**src/rtl/run_sequencer.sv**
```systemverilog
// Multi-cycle instruction sequencer: IDLE/FETCH/EXEC/MEM_WAIT/DONE with
// Start/Done four-phase handshake, PC update and commit qualification.
// Ports: Clk, Reset_n, Start, Jmp_Flag, Beq_Flag, Mem_Access, Mem_Ready,
//   Halt, Target in; PC, Commit, Mem_Req, Done, Cycle_Count out.
// Option: define CYCLE_COUNT_EN to build the executed-cycle counter.
module run_sequencer #(
  parameter int PC_W = 10,
  parameter int unsigned START_ADDR = 0
) (
  input  logic            Clk,
  input  logic            Reset_n,
  input  logic            Start,
  input  logic            Jmp_Flag,
  input  logic            Beq_Flag,
  input  logic            Mem_Access,
  input  logic            Mem_Ready,
  input  logic            Halt,
  input  logic [PC_W-1:0] Target,
  output logic [PC_W-1:0] PC,
  output logic            Commit,
  output logic            Mem_Req,
  output logic            Done,
  output logic [15:0]     Cycle_Count
);

  localparam logic [PC_W-1:0] START_PC = PC_W'(START_ADDR);

  typedef enum logic [2:0] {
    S_IDLE,
    S_FETCH,
    S_EXEC,
    S_WAIT,
    S_DONE
  } state_t;

  state_t          r_state;
  state_t          w_next;
  logic [PC_W-1:0] r_pc;
  logic [PC_W-1:0] w_pc_next;
  logic            w_commit;
  logic            w_req;

  always_ff @(posedge Clk or negedge Reset_n) begin
    if (!Reset_n) begin
      r_state <= S_IDLE;
      r_pc    <= START_PC;
    end else begin
      r_state <= w_next;
      r_pc    <= w_pc_next;
    end
  end

  always_comb begin
    w_next    = r_state;
    w_commit  = 1'b0;
    w_req     = 1'b0;
    w_pc_next = r_pc;
    unique case (r_state)
      S_IDLE: begin
        w_pc_next = START_PC;
        if (Start) w_next = S_FETCH;
      end
      S_FETCH: w_next = S_EXEC;
      S_EXEC: begin
        // Halt wins over memory access and branch flags
        if (Halt) begin
          w_next = S_DONE;
        end else if (Mem_Access) begin
          w_req = 1'b1;
          if (Mem_Ready) begin
            w_commit = 1'b1;
            w_next   = S_FETCH;
          end else begin
            w_next = S_WAIT;
          end
        end else begin
          w_commit = 1'b1;
          w_next   = S_FETCH;
        end
      end
      S_WAIT: begin
        w_req = 1'b1;
        if (Mem_Ready) begin
          w_commit = 1'b1;
          w_next   = S_FETCH;
        end
      end
      S_DONE: begin
        if (!Start) begin
          w_next    = S_IDLE;
          w_pc_next = START_PC;
        end
      end
      default: begin
        w_next    = S_IDLE;
        w_pc_next = START_PC;
      end
    endcase
    // PC advances only on the completing cycle of an instruction
    if (w_commit) begin
      if (Jmp_Flag || Beq_Flag) w_pc_next = Target;
      else                      w_pc_next = r_pc + 1'b1;
    end
  end

  assign PC      = r_pc;
  assign Commit  = w_commit;
  assign Mem_Req = w_req;
  assign Done    = (r_state == S_DONE);

`ifdef CYCLE_COUNT_EN
  logic [15:0] r_cyc;
  logic        w_busy;

  assign w_busy = (r_state == S_FETCH) ||
                  (r_state == S_EXEC)  ||
                  (r_state == S_WAIT);

  always_ff @(posedge Clk or negedge Reset_n) begin
    if (!Reset_n) begin
      r_cyc <= '0;
    end else if (r_state == S_IDLE && Start) begin
      r_cyc <= '0;
    end else if (w_busy && r_cyc != 16'hFFFF) begin
      r_cyc <= r_cyc + 16'd1;
    end
  end

  assign Cycle_Count = r_cyc;
`else
  assign Cycle_Count = '0;
`endif

endmodule
```
**config.mk**
```make
export PLATFORM = sky130hd
export DESIGN_NAME = run_sequencer
export DESIGN_NICKNAME = d
export VERILOG_FILES = /design/src/rtl/run_sequencer.sv
export SDC_FILE = /design/constraint.sdc
export NUM_CORES = 1
export LEC_CHECK = 0
export BUFFER_PORTS_ARGS = -buffer_cell sky130_fd_sc_hd__buf_2
export CAP_MARGIN = 0
export CORE_AREA = 10 10 57 59
export DETAILED_ROUTE_END_ITERATION = 6
export DIE_AREA = 0 0 67 69
export PLACE_DENSITY = 0.81
export SLEW_MARGIN = 20
export SYNTH_ARGS = -nofsm -noshare
export SYNTH_HDL_FRONTEND = slang
export SYNTH_SLANG_ARGS = --single-unit
```
**constraint.sdc**
```tcl
create_clock -name Clk -period 1.7 [get_ports Clk]
set_input_delay 0.085 -clock Clk [delete_from_list [all_inputs] [get_ports Clk]]
set_output_delay 0.085 -clock Clk [all_outputs]
set_load 0.005 [all_outputs]
```
==> impl_results.rst, run 1 <==
.. list-table::
   :header-rows: 1

   * - Metric
     - Value
   * - Outcome
     - completed
   * - First-pass GRT wire length
     - 3910 microns
   * - Met1 track demand over resource
     - 12.6%
   * - Number of CTS-inserted buffers
     - 3
   * - Most used cells in the layout excluding fill and tap cells
     - sky130_fd_sc_hd__buf_2 (30), sky130_fd_sc_hd__conb_1 (16), sky130_fd_sc_hd__dfrtp_1 (13), sky130_fd_sc_hd__nor2_1 (12), sky130_fd_sc_hd__o21ai_0 (8)
   * - Number of setup violations in the final report
     - 0
   * - GR Util met3
     - 4.67%
   * - Seq. cell area
     - 325 sq um
   * - Total Negative Setup Slacks
     - 0 ps
   * - Met2 Usage GRT
     - 14.4%
   * - Final min period
     - 1590 ps
   * - Mapped Cells
     - 108
   * - Sw Share
     - 42.1%
   * - Final GP Congestion
     - 0.755
   * - Share of the yosys chip area belonging to registers
     - 34.2%
   * - Sequential power share
     - 41.7%
   * - Number of rows created at floorplan
     - 17
   * - Final worst-path cycle share
     - 93.5%
   * - Synth Area per Inst
     - 8.80 sq um
   * - Maximum clock skew at final layout
     - 0.456 ps
   * - Half-perimeter wire length after detailed placement
     - 1960 microns
   * - Number of pins exceeding their max-slew limit in the final report
     - 0
   * - # Max-Cap Violations
     - 0
   * - Clock sink count
     - 13
   * - Critical path required time
     - 1620 ps
   * - Die area
     - 0.00462 sq mm
   * - Yosys top cell by area
     - sky130_fd_sc_hd__dfrtp_1
   * - DIE HEIGHT
     - 69 microns
   * - Num ports
     - 47
   * - Leakage power of the design
     - 0.561 nW
   * - Max Fanout on Critical Path
     - 9
   * - Cell class contributing the biggest share of worst-path delay
     - flip-flops
   * - Delay of the slowest cell on the worst path
     - 480 ps
   * - Critical path startpoint category
     - flip-flop
   * - Vias in the first global route
     - 860
   * - Number of buffers on the longest clock path
     - 2
   * - Post-detailed-route via-to-cell ratio
     - 5.20
   * - Total Power Consumption
     - 0.00139 W
   * - Commonest non-fill, non-tap cell in the layout
     - sky130_fd_sc_hd__buf_2
   * - Mapped Area
     - 951 sq um
   * - Number of vias in the routed layout
     - 874
   * - Synthesis-to-finish area growth
     - 15.4%
   * - Core ar.
     - 0.00215 sq mm
   * - Post-CTS setup-driven buffer insertion count
     - 0
   * - Post-layout nets
     - 160
   * - Busiest layer in global routing
     - met2
   * - Largest net degree at the start of global routing
     - 19
   * - Clk slew on worst S/H paths
     - 80 ps
   * - Buffers & Inverters on Critical Path
     - 2
   * - Share of post-route cells with drive strength above 1
     - 30.0%
   * - Final hold vios
     - 0
   * - Number of warnings reported in the yosys synthesis log
     - 0
   * - Htree depth
     - 1
   * - Initial core utilization
     - 44.3%
   * - Overall routed net length
     - 2430 microns
   * - Antenna cell count
     - 0
   * - Multi-input combinational cell area
     - 522 sq um
   * - Count of distinct cell types in the synthesized netlist
     - 35
   * - Area contributors post-synth
     - sky130_fd_sc_hd__dfrtp_1 (34%), sky130_fd_sc_hd__buf_4 (13%), sky130_fd_sc_hd__o2bb2ai_1 (5.5%)
   * - Count of buffers inserted at the top-level ports
     - 30
   * - Hold Path Class
     - in2reg
   * - Setup repair after global routing missed its margin
     - no
   * - Path type of the worst setup path
     - reg2out
   * - TritonCTS clock tree
     - done
   * - Part of the total power dissipated in the clock network
     - 13.9%
   * - Share of Yosys cell area claimed by the top area cell type
     - 34.2%
   * - Mean routed wirelength per cell
     - 14.5 microns
   * - Global Route Usage Sum
     - 10.3%
   * - Total power divided by cell area
     - 1260 mW/mm^2
   * - Initial antenna violation count
     - 0
   * - Cell-internal power
     - 0.000803 W
   * - Grt total ovfl
     - 0
   * - Count of nets left with antenna violations after detail routing
     - 0
   * - Fill cells
     - 222
   * - DRT iter0 DRCs
     - 41
   * - Endpoint type of the worst setup path
     - output port
   * - Maximum resistive drop on vdd
     - 550 uV
   * - Clock Root Buffer
     - sky130_fd_sc_hd__clkbuf_4
   * - Count of state elements after synthesis
     - 13
   * - Crit-path cells
     - nor2b_4 -> nand3_2 -> inv_1 -> buf_2
   * - Horizontal die dimension
     - 67 microns
   * - Switching Power
     - 0.000583 W
   * - Highest achievable clock rate
     - 0.629 GHz
   * - DR DRC count
     - 0
   * - Insertion delay of the later-clocked pin in the worst-skew pair
     - 280 ps
   * - Share of total power in combinational logic
     - 44.4%
   * - Detailed-routing iteration count for the pre-antenna-repair pass
     - 4
   * - CP max stage cell
     - sky130_fd_sc_hd__dfrtp_1
   * - Worst Path Arrival
     - 1500 ps
==> state kept, by name, summed over array words and instances, names as in the netlist <==
signal and cells:
PC 10, r_state 3
==> per-layer routing <==
metal	vias to the layer above	routed length, microns
li1	427	-
met1	401	1060
met2	42	1040
met3	4	290
met4	0	39
met5	-	0
==> cells in the mapped netlist <==
library cell                instances
sky130_fd_sc_hd__clkbuf_2           1
sky130_fd_sc_hd__conb_1             1
sky130_fd_sc_hd__a21oi_1            6
sky130_fd_sc_hd__nand4_1            2
sky130_fd_sc_hd__mux2i_1            1
sky130_fd_sc_hd__a211oi_1           2
sky130_fd_sc_hd__nor4_1             2
sky130_fd_sc_hd__o2bb2ai_1          6
sky130_fd_sc_hd__nand2_1            3
sky130_fd_sc_hd__and3_1             3
sky130_fd_sc_hd__inv_1              3
sky130_fd_sc_hd__nor3b_1            1
sky130_fd_sc_hd__nor3_1             1
sky130_fd_sc_hd__nor2b_4            1
sky130_fd_sc_hd__and2_2             1
sky130_fd_sc_hd__o21bai_2           1
sky130_fd_sc_hd__o21ai_0            8
sky130_fd_sc_hd__o31ai_1            1
sky130_fd_sc_hd__a22o_1             3
sky130_fd_sc_hd__ha_1               1
sky130_fd_sc_hd__a22oi_1            4
sky130_fd_sc_hd__buf_4             17
sky130_fd_sc_hd__nand3_1            2
sky130_fd_sc_hd__or2_2              1
sky130_fd_sc_hd__buf_6              1
sky130_fd_sc_hd__a311o_2            1
sky130_fd_sc_hd__nand2b_4           1
sky130_fd_sc_hd__nor2_1            12
sky130_fd_sc_hd__and3_2             1
sky130_fd_sc_hd__o22ai_1            2
sky130_fd_sc_hd__o21a_1             2
sky130_fd_sc_hd__nor2b_1            1
sky130_fd_sc_hd__nand3_2            1
sky130_fd_sc_hd__buf_2              1
sky130_fd_sc_hd__dfrtp_1           13
==> through the flow <==
stage / hold WS [ps] / instance area [sq um] / std cells / util [%] / setup WS [ps]
floorplan: -211 / 1010 / 123 / - / 186
global placement: -9.11 / 1050 / 162 / 48.9 / 211
detailed placement: -4.27 / 1050 / 162 / 48.9 / 152
CTS: 83.4 / 1100 / 168 / 51.1 / 129
global route: 68.0 / 1100 / 168 / 51.1 / 3.60
finish: 86.1 / 1100 / 168 / 51.1 / 110
==> worst paths after layout <==
check / from / endpoint / slack [ps] / cells after the start
worst max-delay path: r_state[1]$_DFFE_PN0P_ / Commit / 110 / 4
worst min-delay path: Target[7] / PC[7]$_DFFE_PN0P_ / 90 / 3
worst max register to register: PC[1]$_DFFE_PN0P_ / PC[6]$_DFFE_PN0P_ / 140 / 5
worst min register to register: PC[9]$_DFFE_PN0P_ / PC[9]$_DFFE_PN0P_ / 520 / 1
max in group asynchronous: Reset_n / PC[7]$_DFFE_PN0P_ / 1250 / 2
min in group asynchronous: Reset_n / r_state[1]$_DFFE_PN0P_ / 220 / 2
==> cell families (layout without fill, tap and decap cells) <==
kind of cell / Yosys count / count (layout) / synth area share (%)
buffers and inverters: 23 / 40 / 16.8
adder cells (fa/ha/maj): 1 / 1 / 1.32
other: 1 / 16 / 0.394
AND/OR/NAND/NOR: 33 / 33 / 19.7
AO/OA/AOI/OAI: 36 / 36 / 26.4
flip-flops: 13 / 13 / 34.2
multiplexers: 1 / 1 / 1.05
==> repair_timing <==
action,4_1_cts,5_1_grt
hold buffers,2,0
gates resized for setup,0,0
endpoints found under the hold margin,14,0
==> power groups by stage <==
stage	Combinational, W	Sequential [W]	Clock (W)
after floorplan	0.000454	0.000531	0
after global placement	0.000597	0.000567	0
after detailed placement	0.000612	0.000582	0
after CTS	0.000618	0.000576	0.000197
after global routing	0.000695	0.000597	0.000218
final	0.000615	0.000578	0.000193
==> worst register-to-register path, cell delays in order, from the launching register on <==
cell,delay [ps]
sky130_fd_sc_hd__dfrtp_1,430
sky130_fd_sc_hd__ha_1,230
sky130_fd_sc_hd__and3_1,210
sky130_fd_sc_hd__and3_1,190
sky130_fd_sc_hd__a22o_1,170
sky130_fd_sc_hd__a22o_1,220
==> cell type report <==
class                           instances  area share [%]
Timing Repair Buffer                   33            16.2
Multi-Input combinational cell         87            47.5
Inverter                                3            1.03
Sequential cell                        13            29.6
Clock buffer                            4            2.39
Tap cell                               28            3.19
No activity file was read; power rests on OpenSTA's default activity.
==> run 2: changes to the inputs <==
- CORE_AREA: 10 10 57 59 -> 10 10 60 62
- DIE_AREA: 0 0 67 69 -> 0 0 70 72
- PLACE_DENSITY: 0.81 -> 0.76
- clock period: 1.7 -> 1.45 ns (I/O delays scaled with it)
==> run 2 against run 1 <==
Against the previous run:
- the run now ends with setup timing left
- clock skew up 1.5 ps
- clock power up 19%
- sequential share of layout area decreased by 3.1 points
- via count grew 7.7%
- critical path type is now reg2reg
- combinational power increased by 62%
==> impl_results.rst, run 2 (synthesis gave the netlist of run 1 again) <==
.. list-table::
   :header-rows: 1

   * - Metric
     - Value
   * - Outcome
     - complete, but fails checks
   * - Violated checks
     - setup timing
   * - Num ports
     - 47
   * - Number of buffers on the longest clock path
     - 2
   * - GR Util met3
     - 2.86%
   * - Post-layout nets
     - 172
   * - Final GP Congestion
     - 0.805
   * - Total Power Consumption
     - 0.00189 W
   * - Worst Path Arrival
     - 1650 ps
   * - Most used cells in the layout excluding fill and tap cells
     - sky130_fd_sc_hd__buf_2 (30), sky130_fd_sc_hd__conb_1 (16), sky130_fd_sc_hd__nor2_1 (12), sky130_fd_sc_hd__buf_4 (12), sky130_fd_sc_hd__dfrtp_1 (11)
   * - Clk slew on worst S/H paths
     - 80 ps
   * - Leakage power of the design
     - 0.612 nW
   * - Worst reg2reg path startpoint
     - r_state[1]$_DFFE_PN0P_
   * - Maximum resistive drop on vdd
     - 682 uV
   * - Antenna cell count
     - 0
   * - Overall routed net length
     - 2860 microns
   * - Worst Hold Endpoint
     - PC[7]$_DFFE_PN0P_
   * - Hold path startpoint
     - Target[7]
   * - Number of rows created at floorplan
     - 18
   * - Met1 track demand over resource
     - 11.9%
   * - Endpoint type of the worst setup path
     - flip-flop
   * - Clock Root Buffer
     - sky130_fd_sc_hd__clkbuf_4
   * - Maximum clock skew at final layout
     - 1.99 ps
   * - Die area
     - 0.00504 sq mm
   * - Count of buffers inserted at the top-level ports
     - 30
   * - Largest net degree at the start of global routing
     - 19
   * - Clock sink count
     - 13
   * - Pre-CTS setup slack
     - 31.3 ps
   * - Final min period
     - 1480 ps
   * - Largest register FFs
     - 10
   * - Busiest layer in global routing
     - met2
   * - Core ar.
     - 0.00243 sq mm
   * - Insertion delay of the later-clocked pin in the worst-skew pair
     - 280 ps
   * - Number of vias in the routed layout
     - 941
   * - Critical path required time
     - 1620 ps
   * - Half-perimeter wire length after detailed placement
     - 2130 microns
   * - Number of setup violations in the final report
     - 2
   * - Htree depth
     - 1
   * - Post-detailed-route via-to-cell ratio
     - 5.17
   * - Post-route setup slack
     - -29.5 ps
   * - Synthesis-to-finish area growth
     - 30.0%
   * - Critical path startpoint category
     - flip-flop
   * - Count of nets left with antenna violations after detail routing
     - 0
   * - Register-to-register setup slack
     - -30 ps
   * - Vias in the first global route
     - 955
   * - R2R depth
     - 5
   * - Setup repair after global routing missed its margin
     - yes
   * - Final hold vios
     - 0
   * - Share of post-route cells with drive strength above 1
     - 40.8%
   * - # Max-Cap Violations
     - 0
   * - Detailed-routing iteration count for the pre-antenna-repair pass
     - 4
   * - Initial core utilization
     - 39.1%
   * - Hold-critical path depth
     - 3
   * - Grt total ovfl
     - 0
   * - Final worst-path cycle share
     - 102%
   * - Number of pins exceeding their max-slew limit in the final report
     - 0
   * - Total power divided by cell area
     - 1530 mW/mm^2
   * - Horizontal die dimension
     - 70 microns
   * - TritonCTS clock tree
     - done
   * - Mean routed wirelength per cell
     - 15.7 microns
   * - Met2 Usage GRT
     - 16.8%
   * - DRT iter0 DRCs
     - 36
   * - Hold Path Class
     - in2reg
   * - Fill cells
     - 234
   * - Initial antenna violation count
     - 0
   * - Max Fanout on Critical Path
     - 5
   * - Number of CTS-inserted buffers
     - 3
   * - DR DRC count
     - 0
   * - First-pass GRT wire length
     - 4420 microns
   * - Commonest non-fill, non-tap cell in the layout
     - sky130_fd_sc_hd__buf_2
   * - Path type of the worst setup path
     - reg2reg
   * - Reg-to-reg critical path endpoint
     - PC[6]$_DFFE_PN0P_
   * - Highest achievable clock rate
     - 0.676 GHz
   * - Global Route Usage Sum
     - 10.3%
   * - DIE HEIGHT
     - 72 microns
-- run 2: cell count changes in the layout (fill, tap and decap cells not counted), sizes merged --
| cell | previous run | this run |
|---|---|---|
| buf | 31 | 42 |
| a311o | 1 | 2 |
-- run 2: through the flow --
step                util [%]  setup TNS [ps]  instances  hold WS (ps)  instance area [sq um]
floorplan                  -               0        123          -223                   1020
global placement        45.7               0        170         -25.9                   1110
detailed placement      45.7               0        170         -22.8                   1110
CTS                     48.6               0        177          66.1                   1180
global route            50.8            -250        182          87.0                   1240
finish                  50.8           -56.6        182          67.7                   1240
-- run 2: routing by layer --
layer,routed length (microns),vias up
li1,-,454
met1,1250,435
met2,1330,48
met3,224,4
met4,53,0
met5,0,-
-- run 2: area by class of cell --
cell class	instances	area, sq um	share of cell area (%)
multi-input combinational	88	573	46.4
sequential	13	328	26.5
timing repair buffer	44	260	21.1
tap	30	37.5	3.04
clock buffer	4	26.3	2.13
inverter	3	11.3	0.911
-- run 2: what timing repair did --
action,CTS,global route
setup buffers,1,4
resized for setup,3,13
gates cloned,0,1
pin swaps,0,7
hold endpoints to repair,14,0
setup endpoints to repair,1,9
hold buffers,2,0
-- run 2: worst max path at each step --
| stage | slack [ps] | endpoint | start |
|---|---|---|---|
| floorplan | 3 | PC[6]$_DFFE_PN0P_ | PC[0]$_DFFE_PN0P_ |
| global placement | 60 | PC[6]$_DFFE_PN0P_ | PC[1]$_DFFE_PN0P_ |
| detailed placement | 30 | PC[6]$_DFFE_PN0P_ | PC[1]$_DFFE_PN0P_ |
| CTS | 7 | PC[2]$_DFFE_PN0P_ | Mem_Ready |
| global route | -70 | PC[6]$_DFFE_PN0P_ | r_state[1]$_DFFE_PN0P_ |
| finish | -30 | PC[6]$_DFFE_PN0P_ | r_state[1]$_DFFE_PN0P_ |
-- run 2: power by group --
| group | switching [W] | leakage [nW] | internal (W) |
|---|---|---|---|
| clock network | 0.000124 | 0.0150 | 0.000107 |
| logic | 0.000506 | 0.425 | 0.000491 |
| registers | 0.000166 | 0.172 | 0.000494 |
| total | 0.000795 | 0.612 | 0.00109 |
-- run 2: critical path, cell delays in order, from the launching register on --
cell and delay (ps):
sky130_fd_sc_hd__dfrtp_1 420, sky130_fd_sc_hd__buf_4 150, sky130_fd_sc_hd__a211oi_2 210, sky130_fd_sc_hd__a311o_1 290
sky130_fd_sc_hd__o21ai_1 110, sky130_fd_sc_hd__a22o_1 190
